[config.mk]
export PLATFORM = sky130hd
export DESIGN_NAME = matmul_arbiter
export DESIGN_NICKNAME = d
export VERILOG_FILES = /design/src/rtl/matmul_arbiter.sv
export SDC_FILE = /design/constraint.sdc
export NUM_CORES = 1
export LEC_CHECK = 0
export CAP_MARGIN = 40
export CELL_PAD_IN_SITES_DETAIL_PLACEMENT = 2
export CELL_PAD_IN_SITES_GLOBAL_PLACEMENT = 2
export CORE_MARGIN = 2
export CORE_UTILIZATION = 32
export CTS_CLUSTER_DIAMETER = 100
export DETAILED_ROUTE_END_ITERATION = 8
export PLACE_DENSITY_LB_ADDON = 0.1
export SETUP_SLACK_MARGIN = 0.2
export SYNTH_ARGS = -nofsm -noshare
export SYNTH_HDL_FRONTEND = slang
export SYNTH_SLANG_ARGS = --single-unit
[constraint.sdc]
create_clock -name clk -period 2.4 [get_ports clk]
set_clock_uncertainty 0.15 [all_clocks]
set_input_delay 0.36 -clock clk [delete_from_list [all_inputs] [get_ports clk]]
set_output_delay 0.36 -clock clk [all_outputs]
set_load 0.1 [all_outputs]
[src/rtl/matmul_arbiter.sv]
// Round-robin arbiter granting one shared matmul engine to one of NUM_REQ requesters.
// Latency: req in IDLE -> grant/mm_start next cycle; mm_done -> req_done next cycle, IDLE one after.
// Backpressure: requesters hold req until req_done; a hung engine is released after TIMEOUT_CYCLES.
module matmul_arbiter #(
  parameter int NUM_REQ        = 4,
  parameter int TIMEOUT_CYCLES = 4096,
  parameter int SEL_W          = $clog2(NUM_REQ)
) (
  input  logic               clk,
  input  logic               rst,
  input  logic [NUM_REQ-1:0] req,
  input  logic               mm_done,
  input  logic               err_clr,
  output logic [NUM_REQ-1:0] grant,
  output logic [SEL_W-1:0]   sel,
  output logic               mm_start,
  output logic [NUM_REQ-1:0] req_done,
  output logic               busy,
  output logic               timeout_err
);

  // Counter is one bit wider than strictly needed so the terminal increment never aliases.
  localparam int CNT_W = $clog2(TIMEOUT_CYCLES + 1);

  typedef enum logic [1:0] {IDLE, ISSUE, BUSY, RELEASE} state_t;

  state_t                 state, state_nxt;
  logic [SEL_W-1:0]       rr_ptr;
  logic [SEL_W-1:0]       pick;
  logic                   pick_vld;
  logic [CNT_W-1:0]       cnt;
  logic                   timeout_hit;
  logic [NUM_REQ-1:0]     sel_oh;
  logic [2*NUM_REQ-1:0]   req_dbl;
  logic [NUM_REQ-1:0]     req_rot;
  logic [SEL_W:0]         pick_sum;

  assign sel_oh      = NUM_REQ'(1) << sel;
  assign timeout_hit = (cnt == CNT_W'(TIMEOUT_CYCLES - 1));
  assign req_dbl     = {req, req} >> rr_ptr;
  assign req_rot     = req_dbl[NUM_REQ-1:0];

  // Circular first-set search starting at rr_ptr: rotate, find lowest bit, add offset back.
  always_comb begin
    pick_vld = 1'b0;
    pick_sum = {1'b0, rr_ptr};
    for (int i = 0; i < NUM_REQ; i++) begin
      if (!pick_vld && req_rot[i]) begin
        pick_vld = 1'b1;
        pick_sum = {1'b0, rr_ptr} + (SEL_W+1)'(i);
      end
    end
    if (pick_sum >= (SEL_W+1)'(NUM_REQ)) begin
      pick_sum = pick_sum - (SEL_W+1)'(NUM_REQ);
    end
    pick = pick_sum[SEL_W-1:0];
  end

  // State register; reset aborts any transaction without a completion pulse.
  always_ff @(posedge clk or posedge rst) begin
    if (rst) state <= IDLE;
    else     state <= state_nxt;
  end

  // Next-state and Moore-decoded outputs; grant only while the engine is owned.
  always_comb begin
    state_nxt = state;
    grant     = '0;
    mm_start  = 1'b0;
    req_done  = '0;
    busy      = 1'b1;
    case (state)
      IDLE: begin
        busy = 1'b0;
        if (pick_vld) state_nxt = ISSUE;
      end
      ISSUE: begin
        grant     = sel_oh;
        mm_start  = 1'b1;
        state_nxt = BUSY;
      end
      BUSY: begin
        grant = sel_oh;
        if (mm_done || timeout_hit) state_nxt = RELEASE;
      end
      RELEASE: begin
        req_done  = sel_oh;
        state_nxt = IDLE;
      end
      default: state_nxt = IDLE;
    endcase
  end

  // Owner index latched at grant time and held until the next grant.
  always_ff @(posedge clk or posedge rst) begin
    if (rst)                        sel <= '0;
    else if (state == IDLE && pick_vld) sel <= pick;
  end

  // Round-robin pointer moves just past the owner whenever a grant is released.
  always_ff @(posedge clk or posedge rst) begin
    if (rst) begin
      rr_ptr <= '0;
    end else if (state == RELEASE) begin
      rr_ptr <= (sel == SEL_W'(NUM_REQ - 1)) ? '0 : sel + SEL_W'(1);
    end
  end

  // BUSY cycle counter, cleared on issue.
  always_ff @(posedge clk or posedge rst) begin
    if (rst)                cnt <= '0;
    else if (state == ISSUE) cnt <= '0;
    else if (state == BUSY)  cnt <= cnt + CNT_W'(1);
  end

  // Sticky timeout flag; a simultaneous set beats the clear.
  always_ff @(posedge clk or posedge rst) begin
    if (rst)                                         timeout_err <= 1'b0;
    else if (state == BUSY && timeout_hit && !mm_done) timeout_err <= 1'b1;
    else if (err_clr)                                timeout_err <= 1'b0;
  end

endmodule

Word level (Yosys, flattened, before mapping):

Cells that the tools add are included.

* logic and storage cells: 57
* bits in read-only memories: 0
* register bits: 20
* RAM bits: 0
* memories kept: 0
* latch bits: 0

* shift-type cells: 2
* $mul: 0
* reduce and logical (&&, ||, !) cells: 16
* equality and inequality tests: 7
* bitwise operators: 0
* divide/modulo/power cells: 0
* mux-type cells: 20
* $lt $le $gt $ge: 1
* add/sub/neg operators: 6

Operators by type and width (count)
* $mux 13: 2
* $add 13x1->13 const B: 1
* $eq 13x12->1 const B: 1
* $mux 3: 3
* $mux 1: 8
* $mux 2: 4
* $mux 4: 2
* $pmux 2 s4: 1
* $shr 8x2->4: 1
* $add 2x2->3 const B: 2
* $eq 2x2->1 const B: 3
* $logic_and 1x1->1: 6
* $logic_not 1->1: 4
* $ne 2x2->1 const B: 2
* $reduce_bool 2->1: 2
* $shl 1x2->4 const A: 1
* $add 2x1->3 const B: 1
* $ge 3x3->1 const B: 1
* $add 2x1->2 const B: 1
* $eq 2x1->1 const B: 1
* $logic_not 2->1: 1
* $reduce_and 2->1: 1
* $reduce_or 2->1: 1
* $sub 2x1->2 const B: 1
* $logic_or 1x1->1: 1

Depth between registers and ports, before layout:

* depth after elaboration: 13
* mapped depth: 6
* gate-level depth less buffers: 6

Worst setup path before layout:

No wires, ideal clock.

* path kind: register to output
* from: register sel[0]
* to: output grant[3]
* path buffers: 0
* arrival time: 2012 ps
* path slack: -122 ps
* stages on the path, launching flop included: 3
* cells stage by stage: dfrtp_1 > ha_1 > and2_1

* cells in the longest elaborated chain, start to end: 2

RTL lines
* from (decl): RTL line 15 `output logic [SEL_W-1:0] sel,`
* from (signal assigned): RTL line 97 `else if (state == IDLE && pick_vld) sel <= pick;`
* $shl 1x2->4: RTL line 38 `assign sel_oh = NUM_REQ'(1) << sel;`
* $mux 4: RTL line 72 `case (state)`
* to (decl): RTL line 14 `output logic [NUM_REQ-1:0] grant,`

No other way between the ends.

Worst setup path in the final report:

* from: register cnt[1]
* to: register state[1]

* cells in the longest elaborated chain, start to end: 4

RTL lines
* from (decl): RTL line 31 `logic [CNT_W-1:0] cnt;`
* from (signal assigned): RTL line 113 `else if (state == BUSY) cnt <= cnt + CNT_W'(1);`
* $eq 13x12->1: RTL line 39 `assign timeout_hit = (cnt == CNT_W'(TIMEOUT_CYCLES - 1));`
* $logic_or 1x1->1: RTL line 84 `if (mm_done || timeout_hit) state_nxt = RELEASE;`
* $ne 2x2->1 (no source line)
* $reduce_and 2->1 (no source line)
* to (signal assigned): RTL line 62 `else state <= state_nxt;`
* to (decl): RTL line 27 `state_t state, state_nxt;`

No other way between the ends.
A chain may end at the register's enable or synchronous reset.

==> impl_metrics.yaml <==
clock_tree:
  path_clk_slew_ns: 0.07
  cts_sinks: 20
  hold_buffers: 0
  clock_latency_ns: 0.26
  cts_tree: "yes"
  cts_root_buf: "clkbuf_8"
  h-tree-depth: 1
  clk_path_buf_depth: 2
  cts_made_buffers: 3
critical_path:
  cpLargestDelayFamily: "simple AND/OR/NAND/NOR gates"
  reg2reg_depth: 5
  worstSetupPathType: "reg -> reg"
  start_kind: "flip-flop"
  critical_path.endpoint_type: "flip-flop"
  slowest_stage: "or4_4"
  cp.depth: 5
  path_max_fanout: 4
  required_ns: 2.39
  cp-endpoint: "state[1]"
  worst-path-buf-inv: 0
  critPathArrivalTime_ns: 2.15
  worstSetupStartpoint: "cnt[1]"
  crit_chain: "ha_4 > nand4_2 > or4_4 > a31oi_4 > mux2_1"
  r2r-end: "state[1]"
  rr_startpoint: "cnt[1]"
  regToRegSetupSlack_ns: 0.24
  slowest_delay_ns: 0.59
place:
  dp_cells: 201
  place_congestion: 0.743
  dp_slack_ns: 0.103
  io_buffer_count: 20
  placed_cell_area_um2: 1610
  place_hpwl_um: 2560
finish:
  fin_util_pct: 46.9
  layout_commonest_cell: "dfrtp_1"
  most-common-layout-cells: "dfrtp_1 (17), inv_1 (16), buf_4 (12)"
  drive_above_1_share_pct: 27.2
  stdcell_area_um2: 1720
  fin_cells: 210
  syn_to_final_growth_pct: 40.6
  n_antenna_cell: 0
  nets: 182
power_and_ir_drop:
  power_density_nw_per_um2: 1490
  fin_total_pwr_mw: 2.56
  power_leakage_nw: 0.747
  peakVddDrop_uv: 625
timing:
  fin_crit_sh_pct: 89.9
  slew-limit-headroom_pct: 65.6
  max_freq_mhz: 464
  worst_hold_slack_ns: 0.289
  timing.final.ws_setup_ns: 0.243
  rsz0062_at_grt: "no"
  setup_viol_count_final: 0
  tightestPinTransition_ns: 0.516
  final.setup.tns_ns: 0
  period_needed_ns: 2.16
  final_hold_viol_count: 0
  finalMaxSlewViolations: 0
route:
  antenna_left: 0
  drt_wl_total_um: 3420
  firstDrtPassIters: 3
  drc_errors: 0
  vias: 1063
  wl_per_cell_um: 16.3
  via_per_inst: 5.06
  drt_iter0_drc: 20
grt:
  grt_overflow: 0
  grt_pass1_wl_um: 5800
  grtUsageTotal_pct: 17.8
  antenna_found_initial: 0
  grt_pass1_vias: 1206
  grt_max_degree: 16
synth:
  ys.flop_type: "dfrtp_1"
  synthesis.area_um2: 1220
  yosysSeqAreaShare_pct: 41.0
  synth_seq_cells: 20
  async_flop_share_pct: 100
  syn_inst: 131
  syn_avg_cell_area_um2: 9.31
  synth_edf_count: 0
  yosysUniqueCellTypes: 31
  yosysWarnings: 0
  syn_nets: 149
hold_path:
  hp-class: "in -> async"
floorplan:
  core-area_um2: 3660
  rows: 22
  die_h_um: 65.7
  io_pins: 21
  dieWidth_um: 65.7
  dieArea_um2: 4320
  initial_utilization_pct: 33.3
run_status:
  status: "completed"
run:
  maxCapViolCount: 0
==> worst min path at each step <==
stage | start | end | slack (ns)
global route | rst | cnt[10] | 0.32
detailed placement | timeout_err | timeout_err | 0.39
floorplan | rst | cnt[0] | 0.17
finish | rst | rr_ptr[0] | 0.29
CTS | rst | rr_ptr[0] | 0.31
global placement | timeout_err | timeout_err | 0.37
==> cell type report <==
class | instances | area, um^2
Inverter | 17 | 67.6
Multi-Input combinational cell | 92 | 671
Fill cell | 386 | 1950
Clock buffer | 3 | 41.3
Timing Repair Buffer | 30 | 372
Sequential cell | 20 | 504
Tap cell | 48 | 60.1
==> registers in the layout, summed over array words and instances (netlist names) <==
signal and cells:
sel 2, timeout_err 1, rr_ptr 2, state 2
cnt 13
==> what timing repair did <==
action                                  in CTS  in global routing
endpoints found under the setup margin       5                  5
setup buffers                                1                  5
gates cloned                                 0                  0
gates resized for setup                      1                  3
==> per-layer routing <==
| metal | vias up | track usage, % | wire, um |
|---|---|---|---|
| li1 | 514 | - | - |
| met1 | 530 | 22.0 | 1490 |
| met2 | 12 | 31.3 | 1780 |
| met3 | 7 | 2.57 | 69 |
| met4 | 0 | 6.25 | 74 |
| met5 | - | 0 | 0 |
==> synth_stat cells (3+ instances only) <==
cell type  count  area, um^2
and2_1         9        56.3
o21ai_0        7        35.0
nor4_1         5        31.3
ha_1          10         125
nand3_1        4        20.0
nor3_1         3        15.0
a21oi_1        7        35.0
nand2_1        7        26.3
inv_1         17        63.8
o22ai_1        3        18.8
xnor2_1        6        52.6
nor2_1         8        30.0
dfrtp_1       20         500
==> cells by family after synthesis <==
kind of cell | Yosys count | share of synthesized area, %
fa+ha+maj | 10 | 10.3
mux | 3 | 2.77
flops | 20 | 41.0
buf+inv | 19 | 5.85
simple gates | 50 | 23.3
xor+xnor | 6 | 4.31
compound gates | 23 | 12.5
==> report_power, final <==
part / switching (mW) / internal, mW / total [mW]
logic: 1.10 / 0.660 / 1.76
registers: 0.129 / 0.446 / 0.574
clock network: 0.111 / 0.112 / 0.222
total: 1.34 / 1.22 / 2.56
(Power assumes the default switching activity.)
